**src/rtl/delay_ctrl_if.sv**
```systemverilog
// Configuration and sample-stream bundle for delay_ctrl.
// The master drives configuration and samples; the slave (delay_ctrl) returns delayed samples.
interface delay_ctrl_if #(
    parameter int DATA_WIDTH = 32,
    parameter int MAX_DELAY  = 64
);
    localparam int AW = $clog2(MAX_DELAY);

    logic [AW:0]           cfg_delay;
    logic                  cfg_valid;
    logic                  cfg_ready;
    logic                  cfg_err;
    logic [DATA_WIDTH-1:0] din;
    logic                  din_valid;
    logic [DATA_WIDTH-1:0] dout;
    logic                  dout_valid;
    logic [1:0]            state;

    modport master (
        output cfg_delay, cfg_valid, din, din_valid,
        input  cfg_ready, cfg_err, dout, dout_valid, state
    );

    modport slave (
        input  cfg_delay, cfg_valid, din, din_valid,
        output cfg_ready, cfg_err, dout, dout_valid, state
    );
endinterface

```
**src/rtl/delay_ctrl.sv**
```systemverilog
// Programmable sample delay line: a circular buffer read D valid samples behind the write
// pointer, with a fill phase after every (re)configuration so no stale data is emitted.
module delay_ctrl #(
    parameter int DATA_WIDTH = 32,
    parameter int MAX_DELAY  = 64
) (
    input  logic         clk,
    input  logic         rst_n,
    delay_ctrl_if.slave  bus
);
    localparam int             AW    = $clog2(MAX_DELAY);
    localparam logic [AW:0]    MAX_D = (AW+1)'(MAX_DELAY);

    typedef enum logic [1:0] {
        IDLE = 2'd0,
        FILL = 2'd1,
        RUN  = 2'd2
    } state_t;

    state_t                state_q, state_d;
    logic [AW-1:0]         wr_ptr;
    logic [AW-1:0]         rd_addr;
    logic [AW:0]           fill_cnt;
    logic [AW:0]           fill_next;
    logic [AW:0]           delay_q;
    logic [AW:0]           delay_clamped;
    logic                  clamp_hit;
    logic                  cfg_ready;
    logic                  handshake;
    logic                  wr_en;
    logic                  rd_en;
    logic                  fill_done;
    logic [DATA_WIDTH-1:0] mem [MAX_DELAY];
    logic [DATA_WIDTH-1:0] dout_q;
    logic                  dout_valid_q;
    logic                  cfg_err_q;

    // Requested delay is clamped into [1, MAX_DELAY]; an out-of-range request is flagged.
    always_comb begin
        // NOTE: every combinational output gets a default first so no path infers a latch.
        delay_clamped = bus.cfg_delay;
        clamp_hit     = 1'b0;
        if (bus.cfg_delay == '0) begin
            delay_clamped = (AW+1)'(1);
            clamp_hit     = 1'b1;
        end else if (bus.cfg_delay > MAX_D) begin
            delay_clamped = MAX_D;
            clamp_hit     = 1'b1;
        end
    end

    assign cfg_ready = (state_q != FILL);
    assign handshake = bus.cfg_valid && cfg_ready;
    assign wr_en     = bus.din_valid && (state_q != IDLE);
    assign rd_en     = bus.din_valid && (state_q == RUN);
    assign rd_addr   = wr_ptr - delay_q[AW-1:0];
    assign fill_next = fill_cnt + (AW+1)'(1);
    assign fill_done = (state_q == FILL) && bus.din_valid && (fill_next == delay_q);

    always_comb begin
        state_d = state_q;
        case (state_q)
            IDLE:    if (handshake) state_d = FILL;
            FILL:    if (fill_done) state_d = RUN;
            RUN:     if (handshake) state_d = FILL;
            default: state_d = IDLE;
        endcase
    end

    always_ff @(posedge clk or negedge rst_n) begin
        if (!rst_n) begin
            // NOTE: sequential state uses non-blocking assignments so every register samples pre-edge values.
            state_q      <= IDLE;
            wr_ptr       <= '0;
            fill_cnt     <= '0;
            delay_q      <= (AW+1)'(1);
            cfg_err_q    <= 1'b0;
            dout_valid_q <= 1'b0;
            dout_q       <= '0;
        end else begin
            state_q      <= state_d;
            cfg_err_q    <= handshake && clamp_hit;
            dout_valid_q <= rd_en;
            if (wr_en) begin
                wr_ptr <= wr_ptr + AW'(1);
            end
            // A handshake in RUN still lets this cycle's sample through under the old delay.
            if (handshake) begin
                delay_q  <= delay_clamped;
                fill_cnt <= '0;
            end else if ((state_q == FILL) && bus.din_valid && (fill_cnt != delay_q)) begin
                fill_cnt <= fill_next;
            end
            if (rd_en) begin
                dout_q <= mem[rd_addr];
            end
        end
    end

    // NOTE: the sample buffer has no reset so it maps onto block RAM; the fill phase guarantees
    // every location read was written after the last configuration.
    always_ff @(posedge clk) begin
        if (wr_en) begin
            mem[wr_ptr] <= bus.din;
        end
    end

    assign bus.cfg_ready  = cfg_ready;
    assign bus.cfg_err    = cfg_err_q;
    assign bus.dout       = dout_q;
    assign bus.dout_valid = dout_valid_q;
    assign bus.state      = state_q;

endmodule

```
**src/flat_wrapper.sv**
```systemverilog
// flat-port wrapper written by rule: the top's interface ports become plain ports
module delay_ctrl_flat 
#(
    parameter int DATA_WIDTH = 32,
    parameter int MAX_DELAY  = 64
)
  (clk, rst_n, bus_cfg_delay, bus_cfg_valid, bus_din, bus_din_valid, bus_cfg_ready, bus_cfg_err, bus_dout, bus_dout_valid, bus_state);
  delay_ctrl_if #(.DATA_WIDTH(DATA_WIDTH), .MAX_DELAY(MAX_DELAY)) bus_i ();
  input  logic clk;
  input  logic rst_n;
  input wire logic [$bits(bus_i.cfg_delay)-1:0] bus_cfg_delay;
  input wire logic [$bits(bus_i.cfg_valid)-1:0] bus_cfg_valid;
  input wire logic [$bits(bus_i.din)-1:0] bus_din;
  input wire logic [$bits(bus_i.din_valid)-1:0] bus_din_valid;
  output wire logic [$bits(bus_i.cfg_ready)-1:0] bus_cfg_ready;
  output wire logic [$bits(bus_i.cfg_err)-1:0] bus_cfg_err;
  output wire logic [$bits(bus_i.dout)-1:0] bus_dout;
  output wire logic [$bits(bus_i.dout_valid)-1:0] bus_dout_valid;
  output wire logic [$bits(bus_i.state)-1:0] bus_state;
  assign bus_i.cfg_delay = bus_cfg_delay;
  assign bus_i.cfg_valid = bus_cfg_valid;
  assign bus_i.din = bus_din;
  assign bus_i.din_valid = bus_din_valid;
  assign bus_cfg_ready = bus_i.cfg_ready;
  assign bus_cfg_err = bus_i.cfg_err;
  assign bus_dout = bus_i.dout;
  assign bus_dout_valid = bus_i.dout_valid;
  assign bus_state = bus_i.state;
  delay_ctrl #(.DATA_WIDTH(DATA_WIDTH), .MAX_DELAY(MAX_DELAY)) u_core (.clk(clk), .rst_n(rst_n), .bus(bus_i));
endmodule
```
**config.mk**
```make
export PLATFORM = sky130hd
export DESIGN_NAME = delay_ctrl_flat
export DESIGN_NICKNAME = d
export VERILOG_FILES = /design/src/rtl/delay_ctrl_if.sv /design/src/rtl/delay_ctrl.sv /design/src/flat_wrapper.sv
export SDC_FILE = /design/constraint.sdc
export NUM_CORES = 2
export LEC_CHECK = 0
export CAP_MARGIN = 20
export CORE_ASPECT_RATIO = 1.25
export CORE_MARGIN = 4
export CORE_UTILIZATION = 60
export CTS_CLUSTER_DIAMETER = 60
export CTS_CLUSTER_SIZE = 40
export DETAILED_ROUTE_END_ITERATION = 7
export PLACE_DENSITY = 0.87
export SYNTH_ARGS = -nofsm -noshare
export SYNTH_HDL_FRONTEND = slang
export SYNTH_SLANG_ARGS = --single-unit
```
**constraint.sdc**
```tcl
create_clock -name clk -period 10.3 [get_ports clk]
set_clock_uncertainty 0.1 [all_clocks]
set_input_delay 1.03 -clock clk [delete_from_list [all_inputs] [get_ports clk]]
set_output_delay 1.03 -clock clk [all_outputs]
set_load 0.005 [all_outputs]
```
Word-level counts from Yosys, hierarchy flattened --
Memory sizes are Yosys's and may differ from the RTL's. A register that Yosys moved wholly into a read port is not among the register bits. Cells that the tools add are included.
Storage, ports and cells: flip-flop bits (word level) 24, memory bits (writable) 2048, input bits 43, output and inout port bits 37, logic and storage cells 43, memories kept 1
Cells by class: add/subtract/negate cells 3, magnitude comparators 1, equality and inequality tests 7, mux-type cells 11, reductions and logical operators 14
Memory list:
- u_core.mem | words 64, width 32, rd ports 1, clocked after Yosys merged registers in 1, write ports 1, RTL line delay_ctrl.sv:33 | logic [DATA_WIDTH-1:0] mem [MAX_DELAY];
Operators with widths (count):
- 7-bit 2-to-1 mux | 4
- 7-bit by 1-bit adder with 7-bit output (second input constant) | 1
- 7-bit == test | 1
- 7-bit greater-than comparator (second input constant) | 1
- 1-bit logical AND | 7
- 7-bit logical NOT | 1
- 7-bit != test | 1
- 6-bit by 1-bit adder with 6-bit output (second input constant) | 1
- 2-bit by 1-bit != test with 1-bit output (second input constant) | 3
- 6-bit subtractor | 1
- 1-bit 2-to-1 mux | 4
- 2-bit 2-to-1 mux | 2
- 2-bit one-hot mux with 2 select lines | 1
- 2-bit nonzero test | 2
- 2-bit by 1-bit == test with 1-bit output (second input constant) | 1
- 2-bit == test (second input constant) | 1
- 2-bit logical NOT | 1
- 2-bit AND reduction | 1
- 2-bit OR reduction | 1
- 1-bit logical NOT | 1

Longest topological paths before layout --
depth in word-level cells 5, gate-level depth with buffers 13, gate-level depth less buffers 10

Least setup slack after synthesis --
Ideal clock, no wire load.
path kind input-to-reg, from input bus_din_valid, to memory u_core.mem[40][0] (enable), library setup time 461 ps, data arrival time 3683 ps, required time 9739 ps, slack 6056 ps, cell stages on the path 4, path buffers 0, cell sequence o21ai_0 nor2_1 nand2_1 nor3_1
Between the ends: cells in the longest elaborated chain, start to end 3
RTL lines:
- from (decl) | RTL line flat_wrapper.sv:14 | input wire logic [$bits(bus_i.din_valid)-1:0] bus_din_valid;
- 1-bit logical AND | RTL line delay_ctrl.sv:54 | assign wr_en = bus.din_valid && (state_q != IDLE);
- 1-bit 2-to-1 mux | RTL line delay_ctrl.sv:103 | if (wr_en) begin
- 1-bit 2-to-1 mux (implied by the code) | RTL line delay_ctrl.sv:104 | mem[wr_ptr] <= bus.din;
- to (decl) | RTL line delay_ctrl.sv:33
Every way passes these cells.

Final worst setup path --
from register u_core.wr_ptr[2], to register u_core.dout_q[10] (netlist: u_core.bus.dout[10]), read port of u_core.mem
Between the ends: cells in the longest elaborated chain, start to end 1
RTL lines:
- from (decl) | RTL line delay_ctrl.sv:21 | logic [AW-1:0] wr_ptr;
- from (signal assigned) | RTL line delay_ctrl.sv:85 | wr_ptr <= wr_ptr + AW'(1);
- 6-bit subtractor | RTL line delay_ctrl.sv:56 | assign rd_addr = wr_ptr - delay_q[AW-1:0];
- to (decl) | RTL line delay_ctrl.sv:34 | logic [DATA_WIDTH-1:0] dout_q;
Every way passes these cells. A chain may end at the register's enable or synchronous reset.

==> impl_metrics.ini <==
[status]
status = finished clean

[synthesis]
syn_inst = 3572
synth_top_cell_area_share = 0.762
ys_top_cells_by_area = edfxtp_1 76%, mux4_2 14%, mux2i_1 2.7%, dfrtp_1 1.7%, a32oi_1 0.68%
avgSynthCellArea_um2 = 22.6
synth_flop_cell = edfxtp_1
synth_area_leader_cell = edfxtp_1
ys_types = 52
ys_warn_count = 0
synthArstFlopShare = 0.0266
ys_seq_area_frac = 0.780
synthesis.nets = 3623
synth_edf_count = 2048
synth.top_cells.by_count = 2048 x edfxtp_1, 512 x mux4_2, 221 x mux2i_1
syn_area_mm2 = 0.0807
synth_seq_cells = 2104
synth.most_common_cell = edfxtp_1

[sta]
worst_pin_slew_ps = 1210
hold_viol_final = 0
setup_viol = 0
fmax_mhz = 176
finalCritPeriodShare = 0.552
max_slew_margin = 0.191
drv_slew = 0
rsz0062_at_grt = no
finalSetupTns_ps = 0
fin_crit_ps = 5690
holdWs_ps = 405

[global_route]
grtUsageTotal = 0.321
first_global_vias = 41900
antenna_found_initial = 9
grt_pass1_wl_um = 315000
grt_start_max_net_pins = 153
grt-ovfl-total = 0

[placement]
port_buffers = 79
place_area_mm2 = 0.0839
hpwl_um = 112000
place_inst = 5300
routabilityCongestion = 0.889

[worst_setup_path]
crit_path_end_kind = flip-flop
crit_arrival_ps = 6210
reg2reg_setup_slack_ps = 4610
path_cells = ha_1 -> and3b_1 -> o21ai_1 -> nand2_8 -> buf_4 -> nand2_1 -> buf_4 -> o22ai_1 -> o21ai_1 -> nand2_1
crit_required_ps = 10820
startpoint_type = flip-flop
crit_path_max_fanout = 89
critical_path_class = flip-flop to flip-flop
r2r_start = u_core.wr_ptr[2]
critPathMaxStageDelay_ps = 730
crit_slowest_cell = dfrtp_1
timing.rr.end = u_core.bus.dout[10]
reg2reg_depth = 10

[drt]
vias = 41800
drc = 0
routed_wl_um = 225000
route.antenna.remaining_nets = 0
dr.pass1.iters = 8
drt_iter0_markers = 8101
wl_per_cell_um = 40.8
routed_via_density = 7.58

[pwr]
ir_worst_vdd_v = 0.000639
p_leak_nw = 27.8
powerDensity_mw_per_mm2 = 339

[floorplan]
die-area_mm2 = 0.140
fp.dieH_um = 418
fp-row-count = 150
die_x_um = 336
core-area_mm2 = 0.134
start_util = 0.604
io_pins = 80

[clock_network]
ctsHoldBuffers = 0
h-tree-depth = 3
cts.clk_slew.worst_paths_ps = 130
cts-buffers-inserted = 96
clk_latency_ps = 780
cts_tree = done
root_buffer = clkbuf_16
cts.path.max_buffers = 3
clock-sinks = 2104
post_cts_buffers = 0
cts_resized = 0

[flow_run]
drv_cap = 0

[layout]
utilization = 0.662
design_area_mm2 = 0.0884
synthToLayoutAreaGrowth_pct = 9.64
finish.net_count = 3730
drive_gt1_frac = 0.247
fin_cells = 5515
fillCellCount = 7556

[worst_hold_path]
worstHoldPathType = input port to asynchronous set/reset pin
[metrics by stage]
step                      setup WS, ps  power [mW]
after detailed placement          5140        24.1
after floorplan                   6060        19.9
after global routing              4680        30.7
final                             4610        29.9
after global placement            5270        23.6
after CTS                         4960        29.6
[power by group]
part	total (mW)	internal (mW)	switching [mW]
clock	5.28	2.06	3.23
sequential	9.95	9.71	0.243
combinational	14.7	5.95	8.75
[layout by cell type, fill, tap and decap left out, types with 32 or more instances in the layout]
cell type / n
a22oi_1: 33
a32oi_1: 63
buf_12: 32
buf_2: 33
buf_4: 88
clkbuf_16: 96
clkdlybuf4s50_1: 46
dfrtp_1: 55
edfxtp_1: 2048
mux2i_1: 221
mux4_2: 512
nand2_1: 137
nor2_4: 64
o22ai_1: 63
[worst max-delay path by stage]
stage                                 from                  end  slack (ps)  cells past startpoint
after floorplan              bus_din_valid    u_core.mem[40][0]        6060                      4
after global placement    u_core.wr_ptr[1]  u_core.bus.dout[25]        5270                      9
after detailed placement  u_core.wr_ptr[1]  u_core.bus.dout[23]        5140                      9
after CTS                 u_core.wr_ptr[1]  u_core.bus.dout[26]        4960                      9
after global routing      u_core.wr_ptr[2]  u_core.bus.dout[10]        4680                     10
final                     u_core.wr_ptr[2]  u_core.bus.dout[10]        4610                     10
[logic make-up (layout without fill, tap and decap cells)]
group / count (synthesis) / count (layout) / share of synthesized area
flops: 2104 / 2104 / 0.780
simple gates: 269 / 269 / 0.0140
mux: 733 / 733 / 0.170
compound gates: 226 / 226 / 0.0194
buf+inv: 207 / 398 / 0.0123
xor+xnor: 25 / 25 / 0.00281
other cells: 0 / 4 / 0
fa+ha+maj: 8 / 8 / 0.00133
[worst max-delay path: cells and delay by family, from the launching register on]
kind | cells | cell delay, ps
flops | 1 | 730
compound gates | 3 | 1470
simple gates | 4 | 1450
fa+ha+maj | 1 | 490
buf+inv | 2 | 1140
[flip-flops by register name (all words and copies together) (netlist names)]
signal and flops:
u_core.bus.cfg_err 1, u_core.delay_q 7, u_core.bus.state 2, u_core.bus.dout 32
u_core.mem 2048, u_core.fill_cnt 7, u_core.wr_ptr 6, u_core.bus.dout_valid 1
[per-layer routing]
metal	wire length [um]	share of wire	track usage	vias to the layer above
met3	28000	0.12	0.0802	949
met2	112000	0.50	0.528	4319
li1	-	-	-	15200
met5	57	0.00025	0.00140	-
met1	67300	0.30	0.390	21300
met4	17800	0.079	0.187	8
[cell type report]
| cell class | instances | area, um^2 | area share |
|---|---|---|---|
| inverter | 13 | 48.8 | 0.000552 |
| timing repair buffer | 203 | 2040 | 0.0230 |
| clock buffer | 97 | 2410 | 0.0272 |
| sequential | 2104 | 62900 | 0.711 |
| multi-input combinational | 1261 | 17300 | 0.196 |
| clock inverter | 85 | 1500 | 0.0170 |
| tap | 1748 | 2190 | 0.0247 |
| antenna | 4 | 10.0 | 0.000113 |
Note: power is estimated with default switching activity, not from simulation.
